--- config.mk ---
export PLATFORM = sky130hd
export DESIGN_NAME = restoring_divider
export DESIGN_NICKNAME = d
export VERILOG_FILES = /design/src/rtl/restoring_divider_pkg.sv /design/src/rtl/divider_step.sv /design/src/rtl/restoring_divider.sv
export SDC_FILE = /design/constraint.sdc
export NUM_CORES = 1
export LEC_CHECK = 0
export BUFFER_PORTS_ARGS = -buffer_cell sky130_fd_sc_hd__buf_2
export CAP_MARGIN = 20
export CORE_MARGIN = 2
export CORE_UTILIZATION = 55
export DETAILED_ROUTE_END_ITERATION = 10
export GPL_ROUTABILITY_DRIVEN = 1
export PLACE_DENSITY = 0.77
export SLEW_MARGIN = 10
export SYNTH_ARGS = -nofsm -noshare
export SYNTH_HDL_FRONTEND = slang
export SYNTH_SLANG_ARGS = --single-unit
--- constraint.sdc ---
create_clock -name clk -period 2.6 [get_ports clk]
set_input_delay 0.13 -clock clk [delete_from_list [all_inputs] [get_ports clk]]
set_output_delay 0.13 -clock clk [all_outputs]
set_load 0.01 [all_outputs]
--- src/rtl/restoring_divider_pkg.sv ---
// Shared types and constants for the sequential restoring divider.
// Latency: n/a (declarations only).
// Backpressure: n/a.
package restoring_divider_pkg;

  localparam int DEFAULT_WIDTH = 8;

  typedef enum logic [1:0] {
    IDLE = 2'd0,
    CALC = 2'd1,
    DONE = 2'd2
  } state_t;

  // Step counter width; a width of 1 still suffices for the WIDTH=2 corner.
  function automatic int cnt_width(input int width);
    return (width > 2) ? $clog2(width) : 1;
  endfunction

endpackage

--- src/rtl/divider_step.sv ---
// One combinational restoring shift-subtract step of an unsigned division.
// Latency: 0 cycles (pure combinational).
// Backpressure: none; evaluated every cycle by the owning FSM.
module divider_step #(
  parameter int WIDTH = 8
) (
  input  logic [WIDTH:0]   rem_in,
  input  logic             bit_in,
  input  logic [WIDTH-1:0] divisor,
  output logic [WIDTH:0]   rem_out,
  output logic             q_bit
);

  logic [WIDTH+1:0] shifted;
  logic [WIDTH:0]   trial;

  // Shift the next dividend bit in, subtract if it fits, otherwise restore.
  // The compare uses the full shifted value, so the modular subtraction
  // below only matters when the true difference is non-negative.
  always_comb begin
    shifted = {rem_in, bit_in};
    q_bit   = (shifted >= {2'b00, divisor});
    trial   = shifted[WIDTH:0] - {1'b0, divisor};
    rem_out = q_bit ? trial : shifted[WIDTH:0];
  end

endmodule

--- src/rtl/restoring_divider.sv ---
// Sequential unsigned divider: quotient/remainder via one restoring step per clock.
// Latency: WIDTH+1 cycles start-to-done (1 cycle for a zero divisor).
// Backpressure: start is ignored while busy; accepted in IDLE or in the done cycle.
module restoring_divider
  import restoring_divider_pkg::*;
#(
  parameter int WIDTH = DEFAULT_WIDTH
) (
  input  logic             clk,
  input  logic             rst_n,
  input  logic             start,
  input  logic [WIDTH-1:0] dividend,
  input  logic [WIDTH-1:0] divisor,
  output logic             busy,
  output logic             done,
  output logic [WIDTH-1:0] quotient,
  output logic [WIDTH-1:0] remainder,
  output logic             div_by_zero
);

  localparam int CW = cnt_width(WIDTH);
  localparam logic [CW-1:0] LAST_CNT = CW'(WIDTH - 1);

  state_t           state, next_state;
  logic             accept;
  logic             last_step;
  logic [CW-1:0]    count;
  logic [WIDTH:0]   rem_r;
  logic [WIDTH-1:0] dq_r;
  logic [WIDTH-1:0] dvs_r;
  logic [WIDTH:0]   rem_next;
  logic             q_bit;

  divider_step #(.WIDTH(WIDTH)) u_step (
    .rem_in  (rem_r),
    .bit_in  (dq_r[WIDTH-1]),
    .divisor (dvs_r),
    .rem_out (rem_next),
    .q_bit   (q_bit)
  );

  // State register.
  always_ff @(posedge clk or negedge rst_n) begin
    if (!rst_n) state <= IDLE;
    else        state <= next_state;
  end

  // Next-state logic and handshake outputs; DONE accepts start like IDLE.
  always_comb begin
    next_state = state;
    accept     = 1'b0;
    last_step  = 1'b0;
    busy       = (state == CALC);
    done       = (state == DONE);
    case (state)
      IDLE, DONE: begin
        if (start) begin
          accept     = 1'b1;
          next_state = (divisor == '0) ? DONE : CALC;
        end else if (state == DONE) begin
          next_state = IDLE;
        end
      end
      CALC: begin
        if (count == '0) begin
          last_step  = 1'b1;
          next_state = DONE;
        end
      end
      default: next_state = IDLE;
    endcase
  end

  // Datapath: operand capture, shift-subtract iteration, result registers.
  always_ff @(posedge clk or negedge rst_n) begin
    if (!rst_n) begin
      count       <= '0;
      rem_r       <= '0;
      dq_r        <= '0;
      dvs_r       <= '0;
      quotient    <= '0;
      remainder   <= '0;
      div_by_zero <= 1'b0;
    end else if (accept) begin
      dq_r  <= dividend;
      dvs_r <= divisor;
      rem_r <= '0;
      count <= LAST_CNT;
      // A zero divisor skips the iteration and reports immediately.
      if (divisor == '0) begin
        quotient    <= '1;
        remainder   <= dividend;
        div_by_zero <= 1'b1;
      end
    end else if (state == CALC) begin
      rem_r <= rem_next;
      dq_r  <= {dq_r[WIDTH-2:0], q_bit};
      if (count != '0) count <= count - 1'b1;
      if (last_step) begin
        quotient    <= {dq_r[WIDTH-2:0], q_bit};
        remainder   <= rem_next[WIDTH-1:0];
        div_by_zero <= 1'b0;
      end
    end
  end

endmodule

==> flow_summary.toml, run 1 <==
[outcome]
outcome = "finished clean"

[yosys]
synth_ff_type = "sky130_fd_sc_hd__dfrtp_1"
synth_async_sr_flop_share_pct = 100.0
synth_enable_flop_cells = 0
netlist_area_um2 = 2509
seq_area_frac_synth_pct = 46.88
yosys.cell_types.count = 43
post_synthesis_instance_total = 274
synth_fp_nets = 304
post_synth.cell_area_avg_um2 = 9.156
synth-seq-cells = 47
ys.warnings.count = 0

[timing]
clock.fmax_ghz = 0.4318
timing.hold.ws_ns = 0.02976
relSlewSlack_pct = 42.21
fin_skew_ns = 0.002620
final_period_utilization_pct = 89.08
rsz0062_at_grt = "no"
setup_tns_ns = 0
time_the_worst_path_needs_with_i_o_delays_and_setup_ns = 2.316
tightestPinTransition_ns = 0.8637
finalMaxSlewViolations = 0
final_hold_viol_count = 0
setup-violations-final = 0

[worst_setup_path]
critical_path.max_stage_delay_ns = 0.41
timing.critical_path.mode_cell = "sky130_fd_sc_hd__inv_1"
cp_data_required_time_ns = 2.83
startpoint_type_of_the_worst_setup_path = "flop"
path_class = "reg2reg"
worst_r2r_startpoint = "dq_r[7]"
slowest_stage = "sky130_fd_sc_hd__fa_1"
crit_path_max_fanout = 14
critical_path.cell_chain = "inv_1 > ha_1 > inv_1 > fa_1 > nand3_1 > a31oi_1 > nor3_2 > buf_4 > mux2_2 > o21ai_0"
timing.critical_path.from = "dq_r[7]"
critical_path.endpoint_type = "flop"
cp_data_arrival_time_ns = 2.54

[placed_design]
place_inst = 353
placement.io_buffers = 37
hpwlAfterDp_um = 3951
place_congestion = 0.8503

[routing]
drc = 0
wl_met3_um = 308
met2_length_um = 2700
wirelength_um = 5654
drt.antenna.violating_nets = 0
detailroute.via_count = 2131
highest-signal-layer = "met4"
first_iteration_detailed_routing_drc_count = 193
avgRoutedWirePerCell_um = 15.58
wl_met1_um = 2562
vias_per_cell = 5.871
initial_drt_pass_iterations = 4

[worst_hold_path]
min-delay-start = "divisor[0]"
holdCritPathClass = "in2reg"

[grt]
track_usage_pct = 23.76
gr-total-overflow = 0
pin_count_of_the_biggest_net_entering_global_routing = 48
antenna_violations_before_repair = 0
grt_pass1_wl_um = 9418
first_global_vias = 1983

[clocking]
tritoncts.num_buffers = 5
numClockSinks = 47
clock_latency_late_sink_ns = 0.30
post_cts_buffers = 0
worst_setup_hold_path_clk_slew_ns = 0.09
clock_path_buffers = 2
cts_tree = "done"
cts_htree_levels = 2
clock_root_buffer = "sky130_fd_sc_hd__clkbuf_8"

[floorplanning]
initial_utilization_pct = 57.22
design.core.area_um2 = 4384
num_io_pins = 38
floorplan.die.width_um = 71.54
floorplan.die_area_um2 = 5117
die_h_um = 71.54
fp-row-count = 24

[power]
power_leakage_nw = 1.344
peak_supply_drop_uv = 819.0
powerDensity_nw_per_um2 = 1539

[layout]
area_growth_pct = 14.66
fin_nets = 340
antennaDiodeCount = 0
final_cells = 363
post_route_cells_drive_above_1_share_pct = 20.26

[flow_run]
timing.max_cap.violations = 0
repair_timing:
| action | in CTS | in global routing |
|---|---|---|
| endpoints found under the hold margin | 0 | 11 |
| gates resized for setup | 0 | 0 |
| hold buffers | 0 | 1 |
path summary, 6_finish.rpt:
path,end,slack (ns),cells after the start
worst min register to register,div_by_zero,0.47,2
worst max-delay path,rem_r[0],0.28,10
max in group asynchronous,dvs_r[4],1.90,3
worst max register to register,rem_r[0],0.28,10
min in group asynchronous,count[0],0.23,2
worst min-delay path,dvs_r[0],0.03,3
through the flow:
stage               power, mW  setup slack, ns  cell area [um2]  util (%)
floorplan               3.206           0.4655             2509         -
global placement        3.771           0.3865             2725     62.16
detailed placement      3.828           0.3170             2725     62.16
CTS                     4.417           0.2934             2846     64.93
global route            4.811           0.1124             2877     65.61
finish                  4.426           0.2840             2877     65.61
flip-flops by register name, indices dropped and copies added (netlist names):
name,cells
rem_r,9
dq_r,8
dvs_r,8
quotient,8
remainder,8
count,3
state,2
div_by_zero,1
cells by family after synthesis:
kind of cell	Yosys count	share of synthesized area [%]
muxes	8	3.242
and+or+nand+nor	95	18.60
adders and majority gates	11	5.786
xor gates and xnor gates	5	1.746
AOI/OAI and AO/OA	78	18.50
buffers and inverters	30	5.237
DFF	47	46.88
cells in the mapped netlist (7+ instances only):
| master | number | share of area (%) |
|---|---|---|
| sky130_fd_sc_hd__nand2_1 | 52 | 7.8 |
| sky130_fd_sc_hd__o21ai_0 | 34 | 6.8 |
| sky130_fd_sc_hd__dfrtp_1 | 47 | 47 |
| sky130_fd_sc_hd__a21oi_1 | 14 | 2.8 |
| sky130_fd_sc_hd__inv_1 | 14 | 2.1 |
| sky130_fd_sc_hd__or3_1 | 8 | 2.0 |
| sky130_fd_sc_hd__nor2_1 | 8 | 1.2 |
| sky130_fd_sc_hd__clkbuf_1 | 10 | 1.5 |
| sky130_fd_sc_hd__mux2i_1 | 7 | 2.8 |
| sky130_fd_sc_hd__a22oi_1 | 7 | 2.1 |
| sky130_fd_sc_hd__ha_1 | 10 | 5.0 |
cells in the final DEF, fill, tap and decap left out, types with 2 or more instances in the layout:
| master | count |
|---|---|
| sky130_fd_sc_hd__buf_2 | 37 |
| sky130_fd_sc_hd__a31oi_1 | 3 |
| sky130_fd_sc_hd__nand3_1 | 3 |
| sky130_fd_sc_hd__inv_1 | 14 |
| sky130_fd_sc_hd__a21oi_1 | 14 |
| sky130_fd_sc_hd__nand2b_1 | 5 |
| sky130_fd_sc_hd__o21ai_0 | 34 |
| sky130_fd_sc_hd__buf_4 | 6 |
| sky130_fd_sc_hd__dfrtp_1 | 47 |
| sky130_fd_sc_hd__mux2i_1 | 7 |
| sky130_fd_sc_hd__nor3_2 | 2 |
| sky130_fd_sc_hd__clkbuf_8 | 6 |
| sky130_fd_sc_hd__nor2_1 | 8 |
| sky130_fd_sc_hd__nand4_1 | 2 |
| sky130_fd_sc_hd__a211oi_1 | 2 |
| sky130_fd_sc_hd__nor2b_1 | 2 |
| sky130_fd_sc_hd__nor3_1 | 5 |
| sky130_fd_sc_hd__o21ai_1 | 5 |
| sky130_fd_sc_hd__xor2_1 | 4 |
| sky130_fd_sc_hd__a22oi_1 | 7 |
| sky130_fd_sc_hd__o211ai_1 | 3 |
| sky130_fd_sc_hd__ha_1 | 10 |
| sky130_fd_sc_hd__and3_4 | 3 |
| sky130_fd_sc_hd__or3_1 | 8 |
| sky130_fd_sc_hd__a21oi_2 | 3 |
| sky130_fd_sc_hd__nand2_1 | 52 |
worst max-delay path: cells and delay by family (launching register included):
| kind | cells | cell delay [ns] |
|---|---|---|
| adders and majority gates | 2 | 0.58 |
| buffers and inverters | 3 | 0.39 |
| DFF | 1 | 0.37 |
| muxes | 1 | 0.37 |
| AOI/OAI and AO/OA | 2 | 0.26 |
| and+or+nand+nor | 2 | 0.25 |
per-layer routing:
layer	track usage [%]	vias to the layer above
li1	-	1034
met1	33.80	1015
met2	37.24	74
met3	2.954	8
met4	9.434	0
met5	0	-
final cells by class:
type / count / area [um2]
Fill cell: 362 / 1508
Multi-Input combinational cell: 197 / 1201
Sequential cell: 47 / 1176
Timing Repair Buffer: 45 / 260.3
Clock buffer: 6 / 82.58
Tap cell: 52 / 65.06
Inverter: 14 / 52.55
Clock inverter: 2 / 38.79
power by group:
group          leakage [nW]  internal (mW)  switching [mW]
Clock                0.0618          0.317           0.261
Combinational         0.718           1.03            1.50
Sequential            0.565           1.11           0.215
Total                  1.34           2.45            1.97
No activity file was read; power rests on OpenSTA's default activity.
==> run 2: changes to the inputs <==
--- a/config.mk
+++ b/config.mk
@@ -7,12 +7,13 @@
 export LEC_CHECK = 0
 export BUFFER_PORTS_ARGS = -buffer_cell sky130_fd_sc_hd__buf_2
 export CAP_MARGIN = 20
-export CORE_MARGIN = 2
+export CORE_MARGIN = 5
 export CORE_UTILIZATION = 55
 export DETAILED_ROUTE_END_ITERATION = 10
 export GPL_ROUTABILITY_DRIVEN = 1
+export MAX_ROUTING_LAYER = met4
 export PLACE_DENSITY = 0.77
-export SLEW_MARGIN = 10
+export SLEW_MARGIN = 15
 export SYNTH_ARGS = -nofsm -noshare
 export SYNTH_HDL_FRONTEND = slang
 export SYNTH_SLANG_ARGS = --single-unit
==> flow_summary.toml, run 2 (synthesized netlist as in run 1, its figures left out) <==
[outcome]
outcome = "finished clean"

[layout]
area_growth_pct = 13.52
largest_reg_flops = 9
final_cells = 363
layout.cell_area.non_filler_um2 = 2848
layout_common_cells = "sky130_fd_sc_hd__nand2_1 (52), sky130_fd_sc_hd__dfrtp_1 (47), sky130_fd_sc_hd__buf_2 (37)"
fillers = 389
post_route_cells_drive_above_1_share_pct = 20.26
layout_commonest_cell = "sky130_fd_sc_hd__nand2_1"
final_core_utilization_pct = 64.95
fin_nets = 340
reg_with_most_ffs = "rem_r"
antennaDiodeCount = 0

[routing]
detailroute.via_count = 2102
vias_per_cell = 5.791
drt.antenna.violating_nets = 0
drc = 0
first_iteration_detailed_routing_drc_count = 201
wirelength_um = 5875
avgRoutedWirePerCell_um = 16.18
initial_drt_pass_iterations = 4

[clocking]
clock_latency_late_sink_ns = 0.31
cts_htree_levels = 2
post_cts_buffers = 0
numClockSinks = 47
worst_setup_hold_path_clk_slew_ns = 0.09
clock_path_buffers = 2
cts_tree = "done"
clock_root_buffer = "sky130_fd_sc_hd__clkbuf_8"
tritoncts.num_buffers = 5
postCtsHoldBufs = 0
cts.repair.resized = 0

[placed_design]
hpwlAfterDp_um = 4160
placedInstanceArea_um2 = 2725
placement.io_buffers = 37
place_congestion = 0.9165
place_inst = 353

[worst_setup_path]
path_buf_inv = 3
startpoint_type_of_the_worst_setup_path = "flop"
crit_path_max_fanout = 14
critical_path.endpoint_type = "flop"
critical_path.cell_chain = "inv_1 > ha_1 > inv_1 > fa_1 > nand3_1 > a31oi_1 > nor3_2 > buf_4 > mux2_2 > o21ai_0"
path_class = "reg2reg"
critical_path.max_stage_delay_ns = 0.41
slowest_stage = "sky130_fd_sc_hd__fa_1"
cp_data_required_time_ns = 2.83
timing.critical_path.mode_cell = "sky130_fd_sc_hd__inv_1"
cp_data_arrival_time_ns = 2.49
largest_delay_share_family_worst_path = "adder cells"

[worst_hold_path]
holdCritPathClass = "in2reg"

[floorplanning]
floorplan.die.width_um = 77.54
floorplan.die_area_um2 = 6012
design.core.area_um2 = 4384
fp-row-count = 24
die_h_um = 77.54
initial_utilization_pct = 57.22
num_io_pins = 38

[timing]
finalMaxSlewViolations = 0
final_period_utilization_pct = 87.11
tightestPinTransition_ns = 0.8636
setup-violations-final = 0
rsz0062_at_grt = "no"
fin_skew_ns = 0.009212
final_hold_viol_count = 0
clock.fmax_ghz = 0.4416
relSlewSlack_pct = 42.21
time_the_worst_path_needs_with_i_o_delays_and_setup_ns = 2.265
setup_tns_ns = 0

[grt]
grt_pass1_wl_um = 10010
gr-total-overflow = 0
track_usage_pct = 21.06
pin_count_of_the_biggest_net_entering_global_routing = 48
antenna_violations_before_repair = 0
first_global_vias = 2047

[power]
powerDensity_nw_per_um2 = 1526
peak_supply_drop_uv = 811.5
power_leakage_nw = 1.323

[flow_run]
timing.max_cap.violations = 0
==> run 2: changes by cell type in the layout (fill, tap and decap cells not counted), sizes merged <==
cell	previous run	this run
clkinvlp	0	2
bufinv	1	0
clkbuf	6	5
==> run 2: final timing paths <==
kind,startpoint,endpoint,slack [ns],depth (start not counted)
max,dq_r[7],rem_r[0],0.34,10
min,divisor[0],dvs_r[0],0.02,3
max reg2reg,dq_r[7],rem_r[0],0.34,10
min reg2reg,div_by_zero,div_by_zero,0.49,2
max in group asynchronous,rst_n,rem_r[4],1.85,3
min in group asynchronous,rst_n,state[1],0.26,2
==> run 2: final cells by class <==
type | count | area (um2) | area share (%)
flip-flops and latches | 47 | 1176 | 41.30
inverters | 14 | 52.55 | 1.845
well taps | 52 | 65.06 | 2.285
multi-input cells | 197 | 1201 | 42.18
clock inverters | 3 | 23.77 | 0.8348
clock buffers | 5 | 68.82 | 2.417
repair buffers | 45 | 260.3 | 9.139
==> run 2: power by group <==
part | switching (mW) | internal, mW
Combinational | 1.50 | 1.06
Sequential | 0.226 | 1.11
Clock | 0.266 | 0.193
==> run 2: per-stage QoR <==
stage               hold WS (ns)  power [mW]  worst slack (ns)
finish                   0.02457       4.347            0.3353
detailed placement        0.3535       3.883            0.3442
global placement          0.3477       3.827            0.4296
CTS                      0.02252       4.354            0.3482
global route             0.03059       4.784            0.1663
floorplan                -0.1656       3.206            0.4655
==> run 2: worst register-to-register path, stage by stage, from the launching register on <==
cell	delay, ns
sky130_fd_sc_hd__dfrtp_1	0.37
sky130_fd_sc_hd__inv_1	0.09
sky130_fd_sc_hd__ha_1	0.17
sky130_fd_sc_hd__inv_1	0.05
sky130_fd_sc_hd__fa_1	0.41
sky130_fd_sc_hd__nand3_1	0.15
sky130_fd_sc_hd__a31oi_1	0.11
sky130_fd_sc_hd__nor3_2	0.11
sky130_fd_sc_hd__buf_4	0.23
sky130_fd_sc_hd__mux2_2	0.37
sky130_fd_sc_hd__o21ai_0	0.13
==> run 2: routing by layer <==
metal | global-route usage (%) | part of all wire, % | wire [um]
met1 | 29.96 | 46 | 2724
met2 | 31.73 | 48 | 2809
met3 | 3.009 | 4.8 | 280
met4 | 5.670 | 1.0 | 60
met5 | - | 0 | 0
